`src/rtl/fir_mac_sequencer_if.sv`:
```
// ---------------------------------------------------------------------------
// fir_mac_sequencer_if
// Memory-side bus between the FIR MAC sequencer and its two external RAMs.
// The delay-line RAM has one write port and one read port. The coefficient
// RAM has one read port. Both read ports have a 1-cycle latency.
//   master : sequencer side (drives write port and read addresses)
//   slave  : RAM side (drives read data)
// Signals:
//   samp_wr_en/addr/data : delay-line write port
//   samp_rd_addr/data    : delay-line read port
//   coef_rd_addr/data    : coefficient read port
// ---------------------------------------------------------------------------
interface fir_mac_sequencer_if #(
   parameter int unsigned NUM_TAPS = 32,
   parameter int unsigned DATA_W   = 16,
   parameter int unsigned COEF_W   = 16
);
   localparam int unsigned AW = $clog2(NUM_TAPS);

   logic              samp_wr_en;
   logic [AW-1:0]     samp_wr_addr;
   logic [DATA_W-1:0] samp_wr_data;
   logic [AW-1:0]     samp_rd_addr;
   logic [DATA_W-1:0] samp_rd_data;
   logic [AW-1:0]     coef_rd_addr;
   logic [COEF_W-1:0] coef_rd_data;

   modport master (
      output samp_wr_en, samp_wr_addr, samp_wr_data, samp_rd_addr, coef_rd_addr,
      input  samp_rd_data, coef_rd_data
   );

   modport slave (
      input  samp_wr_en, samp_wr_addr, samp_wr_data, samp_rd_addr, coef_rd_addr,
      output samp_rd_data, coef_rd_data
   );
endinterface

```
`src/rtl/fir_mac_sequencer.sv`:
```
// ---------------------------------------------------------------------------
// fir_mac_sequencer
// Sequencing controller for the FIR datapath. On each sample strobe it writes
// the new sample into a circular delay-line RAM, runs NUM_TAPS multiply-
// accumulates against the coefficient RAM, then emits one rounded-down,
// saturated output sample with a one-cycle valid pulse.
//
// Build option: define FIR_EXT_TICK_EN to take the strobe from sample_tick
// (gated by en) rather than the internal CLK_HZ/SAMPLE_HZ divider.
//
// Ports:
//   clk, rst     : clock, asynchronous active-low reset
//   en           : run enable; low = no new sample is started
//   sample_tick  : external strobe (FIR_EXT_TICK_EN builds only)
//   sample_in    : signed input sample, captured on the strobe
//   ram          : delay-line / coefficient RAM bus (master side)
//   y_out        : filtered output sample
//   y_valid      : one-cycle pulse when y_out updates
//   busy         : high in any state other than idle
//   overrun      : sticky, a strobe arrived while busy
// ---------------------------------------------------------------------------
module fir_mac_sequencer #(
   parameter int unsigned CLK_HZ    = 12_000_000,
   parameter int unsigned SAMPLE_HZ = 48_000,
   parameter int unsigned NUM_TAPS  = 32,
   parameter int unsigned DATA_W    = 16,
   parameter int unsigned COEF_W    = 16,
   parameter int unsigned ACC_W     = 40
) (
   input  logic                     clk,
   input  logic                     rst,
   input  logic                     en,
   input  logic                     sample_tick,
   input  logic signed [DATA_W-1:0] sample_in,
   fir_mac_sequencer_if.master      ram,
   output logic signed [DATA_W-1:0] y_out,
   output logic                     y_valid,
   output logic                     busy,
   output logic                     overrun
);
   localparam int unsigned AW     = $clog2(NUM_TAPS);
   localparam int unsigned PROD_W = DATA_W + COEF_W;

   typedef enum logic [2:0] {StIdle, StWrite, StIssue, StDrain, StDone} state_e;

   state_e                    state;
   logic                      tick;
   logic [AW-1:0]             wptr;
   logic [AW-1:0]             k;
   logic [AW-1:0]             k_nxt;
   logic signed [PROD_W-1:0]  prod;
   logic signed [ACC_W-1:0]   prod_ext;
   logic signed [ACC_W-1:0]   acc;
   logic signed [ACC_W-1:0]   acc_sum;
   logic signed [ACC_W-1:0]   acc_shr;
   logic signed [DATA_W-1:0]  y_sat;

   // ------------------------------------------------------------------ strobe
`ifdef FIR_EXT_TICK_EN
   assign tick = sample_tick & en;
`else
   localparam int unsigned CLK_DIV = CLK_HZ / SAMPLE_HZ;
   localparam int unsigned CW      = (CLK_DIV > 1) ? $clog2(CLK_DIV) : 1;

   logic [CW-1:0] tick_cnt;
   logic          unused_sample_tick;

   assign unused_sample_tick = sample_tick;
   assign tick = en && (tick_cnt == CW'(CLK_DIV - 1));

   // Counter holds while en is low, so a disabled interval stretches the period.
   always_ff @(posedge clk or negedge rst) begin
      if (!rst) begin
         tick_cnt <= '0;
      end else if (en) begin
         tick_cnt <= (tick_cnt == CW'(CLK_DIV - 1)) ? '0 : tick_cnt + CW'(1);
      end
   end
`endif

   // ---------------------------------------------------------------- datapath
   assign k_nxt    = k + AW'(1);
   assign prod     = $signed(ram.samp_rd_data) * $signed(ram.coef_rd_data);
   assign prod_ext = {{(ACC_W - PROD_W){prod[PROD_W-1]}}, prod};
   assign acc_sum  = acc + prod_ext;
   // Arithmetic shift drops the Q(COEF_W-1) fraction, rounding toward -inf.
   assign acc_shr  = acc_sum >>> (COEF_W - 1);

   // Clamp when the bits above the DATA_W sign bit are not a pure sign extension.
   always_comb begin
      y_sat = acc_shr[DATA_W-1:0];
      if (acc_shr[ACC_W-1] && !(&acc_shr[ACC_W-2:DATA_W-1])) begin
         y_sat = {1'b1, {(DATA_W-1){1'b0}}};
      end else if (!acc_shr[ACC_W-1] && (|acc_shr[ACC_W-2:DATA_W-1])) begin
         y_sat = {1'b0, {(DATA_W-1){1'b1}}};
      end
   end

   // --------------------------------------------------------------------- fsm
   // Read addresses are registered one cycle ahead of their ISSUE slot, so the
   // RAM data for tap k arrives in the slot of tap k+1 (or DRAIN for the last).
   always_ff @(posedge clk or negedge rst) begin
      if (!rst) begin
         state            <= StIdle;
         wptr             <= '0;
         k                <= '0;
         acc              <= '0;
         ram.samp_wr_en   <= 1'b0;
         ram.samp_wr_addr <= '0;
         ram.samp_wr_data <= '0;
         ram.samp_rd_addr <= '0;
         ram.coef_rd_addr <= '0;
         y_out            <= '0;
         y_valid          <= 1'b0;
         busy             <= 1'b0;
         overrun          <= 1'b0;
      end else begin
         ram.samp_wr_en <= 1'b0;
         y_valid        <= 1'b0;
         if (tick && busy) begin
            overrun <= 1'b1;
         end
         unique case (state)
            StIdle: begin
               if (tick) begin
                  ram.samp_wr_en   <= 1'b1;
                  ram.samp_wr_addr <= wptr;
                  ram.samp_wr_data <= sample_in;
                  busy             <= 1'b1;
                  state            <= StWrite;
               end
            end
            StWrite: begin
               acc              <= '0;
               k                <= '0;
               ram.samp_rd_addr <= wptr;
               ram.coef_rd_addr <= '0;
               state            <= StIssue;
            end
            StIssue: begin
               if (k != '0) begin
                  acc <= acc_sum;
               end
               if (k == AW'(NUM_TAPS - 1)) begin
                  state <= StDrain;
               end else begin
                  k                <= k_nxt;
                  ram.samp_rd_addr <= wptr - k_nxt;
                  ram.coef_rd_addr <= k_nxt;
               end
            end
            StDrain: begin
               acc     <= acc_sum;
               y_out   <= y_sat;
               y_valid <= 1'b1;
               state   <= StDone;
            end
            StDone: begin
               wptr  <= wptr + AW'(1);
               busy  <= 1'b0;
               state <= StIdle;
            end
            default: begin
               state <= StIdle;
            end
         endcase
      end
   end
endmodule
```
`src/flat_wrapper.sv`:
```
// flat-port wrapper written by rule: the top's interface ports become plain ports
module fir_mac_sequencer_flat 
#(
   parameter int unsigned CLK_HZ    = 12_000_000,
   parameter int unsigned SAMPLE_HZ = 48_000,
   parameter int unsigned NUM_TAPS  = 32,
   parameter int unsigned DATA_W    = 16,
   parameter int unsigned COEF_W    = 16,
   parameter int unsigned ACC_W     = 40
)
  (clk, rst, en, sample_tick, sample_in, y_out, y_valid, busy, overrun, ram_samp_wr_en, ram_samp_wr_addr, ram_samp_wr_data, ram_samp_rd_addr, ram_coef_rd_addr, ram_samp_rd_data, ram_coef_rd_data);
  fir_mac_sequencer_if #(.NUM_TAPS(NUM_TAPS), .DATA_W(DATA_W), .COEF_W(COEF_W)) ram_i ();
  input  logic clk;
  input  logic rst;
  input  logic en;
  input  logic sample_tick;
  input  logic signed [DATA_W-1:0] sample_in;
  output logic signed [DATA_W-1:0] y_out;
  output logic y_valid;
  output logic busy;
  output logic overrun;
  output wire logic [$bits(ram_i.samp_wr_en)-1:0] ram_samp_wr_en;
  output wire logic [$bits(ram_i.samp_wr_addr)-1:0] ram_samp_wr_addr;
  output wire logic [$bits(ram_i.samp_wr_data)-1:0] ram_samp_wr_data;
  output wire logic [$bits(ram_i.samp_rd_addr)-1:0] ram_samp_rd_addr;
  output wire logic [$bits(ram_i.coef_rd_addr)-1:0] ram_coef_rd_addr;
  input wire logic [$bits(ram_i.samp_rd_data)-1:0] ram_samp_rd_data;
  input wire logic [$bits(ram_i.coef_rd_data)-1:0] ram_coef_rd_data;
  assign ram_samp_wr_en = ram_i.samp_wr_en;
  assign ram_samp_wr_addr = ram_i.samp_wr_addr;
  assign ram_samp_wr_data = ram_i.samp_wr_data;
  assign ram_samp_rd_addr = ram_i.samp_rd_addr;
  assign ram_coef_rd_addr = ram_i.coef_rd_addr;
  assign ram_i.samp_rd_data = ram_samp_rd_data;
  assign ram_i.coef_rd_data = ram_coef_rd_data;
  fir_mac_sequencer #(.CLK_HZ(CLK_HZ), .SAMPLE_HZ(SAMPLE_HZ), .NUM_TAPS(NUM_TAPS), .DATA_W(DATA_W), .COEF_W(COEF_W), .ACC_W(ACC_W)) u_core (.clk(clk), .rst(rst), .en(en), .sample_tick(sample_tick), .sample_in(sample_in), .ram(ram_i), .y_out(y_out), .y_valid(y_valid), .busy(busy), .overrun(overrun));
endmodule
```
`config.mk`:
```
export PLATFORM = sky130hd
export DESIGN_NAME = fir_mac_sequencer_flat
export DESIGN_NICKNAME = d
export VERILOG_FILES = /design/src/rtl/fir_mac_sequencer_if.sv /design/src/rtl/fir_mac_sequencer.sv /design/src/flat_wrapper.sv
export SDC_FILE = /design/constraint.sdc
export NUM_CORES = 1
export LEC_CHECK = 0
export ABC_CLOCK_PERIOD_IN_PS = 7580
export CAP_MARGIN = 20
export CORE_MARGIN = 1.5
export CORE_UTILIZATION = 32
export DETAILED_ROUTE_END_ITERATION = 7
export PLACE_DENSITY_LB_ADDON = 0.12
export SYNTH_ARGS = -nofsm -noshare
export SYNTH_HDL_FRONTEND = slang
export SYNTH_SLANG_ARGS = --single-unit
```
`constraint.sdc`:
```
create_clock -name clk -period 7.58 [get_ports clk]
set_input_delay 1.516 -clock clk [delete_from_list [all_inputs] [get_ports clk]]
set_output_delay 1.516 -clock clk [all_outputs]
set_load 0.1 [all_outputs]
```
==> results.toml <==
[outcome]
status = "complete, but fails checks"
violations = "setup timing"

[clock_network]
clk_pin_slew_ns = 0.09
cts_buffers = 9
worst_skew_pair.late_latency_ns = 0.38
clock-root-buffer = "clkbuf_16"
htreeDepth = 3
clockBufferDepth = 2
cts_tree = "built"
clock_sinks = 107

[run]
cap_viol_max_count = 0

[critical_path]
cp_slowest_stage_delay_ns = 0.59
cp_slowest_cell = "fa_1"
path_class = "input port to flop"
cp.arrival_ns = 8.18
cp.buffers_inverters = 8
path_common_cell = "fa_1"
crit_path_start_kind = "input port"
critical_path.top_delay_family = "adder cells"
crit_required_ns = 7.84
cp_max_fo = 7
end_kind = "flop"

[route]
ant_nets = 0
drtIter0Drc = 521
drc = 0
num_vias = 12900
wl_per_cell_um = 16.2
first_pass_iters = 5
wirelength_um = 46200
drt-vias-per-instance = 4.55

[die]
core_area_um2 = 52400
die_h_um = 233
io_pins = 103
die_x_um = 233
die_area_um2 = 54400
initial_core_util_pct = 32.4
rows = 84

[finish]
final_cells = 2848
nNetsFinal = 2663
fin_area_um2 = 22900
drive_above_1_share_pct = 25.4
antenna_cells = 0
syn2layout_area_growth_pct = 34.7
final_common_cell = "inv_1"
seqCellArea_um2 = 2680
nFillCells = 5137
multiInputGateArea_um2 = 13300
layout_common_cells = "356 x inv_1, 314 x fa_1, 269 x buf_4"

[timing]
setup_ws_ns = -0.337
maxSlewViolCount = 0
setup_violations = 15
finalSetupTns_ns = -4.69
post-route-min-period_ns = 7.92
max_freq_ghz = 0.126
rsz0062_at_grt = "true"
max-slew-margin-rel_pct = 30.6
timing.final.hold_violations = 0
worst_clock_skew_ns = 0.0148
worstMarginPinSlew_ns = 1.04
final.period_utilization_pct = 104

[min_path]
hp-class = "flop to flop"

[grt]
antenna_found_initial = 0
grtUsageTotal_pct = 18.5
grt_pass1_vias = 14700
grt_max_degree = 56
grt_pass1_wl_um = 79200
grt_overflow = 0

[place]
placed_cell_area_um2 = 20800
gp_congestion = 0.805
dpl.cell_count = 2736
port_buffers = 101
hpwl_um = 37000

[yosys]
yosys_warnings = 0
syn_nets = 2277
async_flop_share_pct = 100
syn_area_um2 = 17000
synth_flop_cell = "dfrtp_1"
ys_ff_latch = 107
synth_cells = 1769
yosysUniqueCellTypes = 70
synth_edf_count = 0
ys_seq_area_share_pct = 15.8
syn_avg_cell_area_um2 = 9.60
-- layout make-up --
cell class / instances / area share (%)
Inverter: 383 / 6.30
Timing Repair Buffer: 439 / 18.6
Clock inverter: 6 / 0.339
Tap cell: 688 / 3.77
Multi-Input combinational cell: 1215 / 58.3
Sequential cell: 107 / 11.7
Clock buffer: 10 / 1.05
-- final timing paths --
kind	cells after the start	startpoint	slack [ns]	endpoint
min in group asynchronous	1	rst	1.18	u_core.ram.samp_wr_data[2]
hold reg to reg	2	u_core.ram.samp_wr_data[14]	0.48	u_core.ram.samp_wr_data[14]
setup / recovery	26	ram_samp_rd_data[10]	-0.34	u_core.y_out[3]
max in group asynchronous	2	rst	5.15	u_core.acc[32]
hold / removal	2	u_core.ram.samp_wr_data[14]	0.48	u_core.ram.samp_wr_data[14]
setup reg to reg	21	u_core.acc[12]	1.59	u_core.y_out[3]
-- registers in the layout, indices dropped and copies added (netlist names) --
register / cells
u_core.acc: 40
u_core.ram.samp_wr_data: 16
u_core.y_out: 16
u_core.tick_cnt: 8
u_core.ram.coef_rd_addr: 5
u_core.ram.samp_rd_addr: 5
u_core.ram.samp_wr_addr: 5
u_core.wptr: 5
u_core.state: 3
u_core.busy: 1
u_core.overrun: 1
u_core.ram.samp_wr_en: 1
u_core.y_valid: 1
-- repair_timing --
| item | 4_1_cts | 5_1_grt |
|---|---|---|
| gates cloned | 8 | 1 |
| hold buffers | 0 | 0 |
| setup buffers | 75 | 15 |
| gates resized for setup | 214 | 67 |
| pin swaps | 104 | 79 |
| setup endpoints to repair | 26 | 23 |
-- cell families after synthesis --
kind of cell / synth area share, %
buffers and inverters: 10.1
AND/OR/NAND/NOR: 13.8
flip-flops: 15.8
XOR/XNOR: 2.98
AO/OA/AOI/OAI: 8.68
multiplexers: 0.427
adder cells (fa/ha/maj): 48.2
-- cells in the mapped netlist, types with 7 or more instances --
cell type / number / share of area (%)
nor3_1: 13 / 0.38
nand4_1: 12 / 0.44
and2_1: 119 / 4.4
a22o_1: 16 / 0.83
nand2b_1: 7 / 0.26
xnor2_1: 35 / 1.8
nand3_1: 7 / 0.21
nand2_1: 249 / 5.5
dfrtp_1: 107 / 16
fa_1: 331 / 39
inv_1: 383 / 8.5
o21ai_0: 54 / 1.6
a21oi_1: 37 / 1.1
and3_1: 7 / 0.26
a21o_1: 24 / 1.1
buf_2: 8 / 0.24
ha_1: 125 / 9.2
nor2_1: 63 / 1.4
clkbuf_1: 51 / 1.1
a211oi_2: 13 / 0.96
xor2_1: 21 / 1.1
a211oi_1: 9 / 0.40
-- worst reg2reg max path, cell delays in order (launching register included) --
cell       delay [ns]
dfrtp_1          0.41
ha_1             0.33
fa_1             0.54
fa_1             0.46
fa_1             0.57
inv_1            0.06
fa_1             0.53
inv_2            0.05
ha_4             0.23
and3_4           0.17
and2_4           0.15
a221o_1          0.32
a41o_1           0.26
a32oi_2          0.26
mux2i_1          0.28
xor2_1           0.27
buf_4            0.15
nand4_1          0.14
o41ai_4          0.33
buf_4            0.18
clkbuf_16        0.15
a211oi_2         0.06
-- layer usage --
| metal | up-vias | GRT usage [%] | wire length (um) |
|---|---|---|---|
| li1 | 6173 | - | - |
| met1 | 6569 | 26.3 | 22400 |
| met2 | 165 | 30.2 | 21600 |
| met3 | 38 | 2.29 | 1510 |
| met4 | 0 | 3.73 | 723 |
| met5 | - | 0 | 0 |
-- per-stage QoR --
step	util [%]	setup WS (ns)	hold slack, ns
floorplan	-	-0.225	0.444
global placement	39.7	-1.11	0.441
detailed placement	39.7	-1.14	0.447
CTS	42.9	-0.366	0.478
global route	43.6	-0.584	0.498
finish	43.6	-0.337	0.478
Power is left out: the tool's default activity adds up to more than one toggle a clock period on the data nets, which glitch-free logic cannot reach.
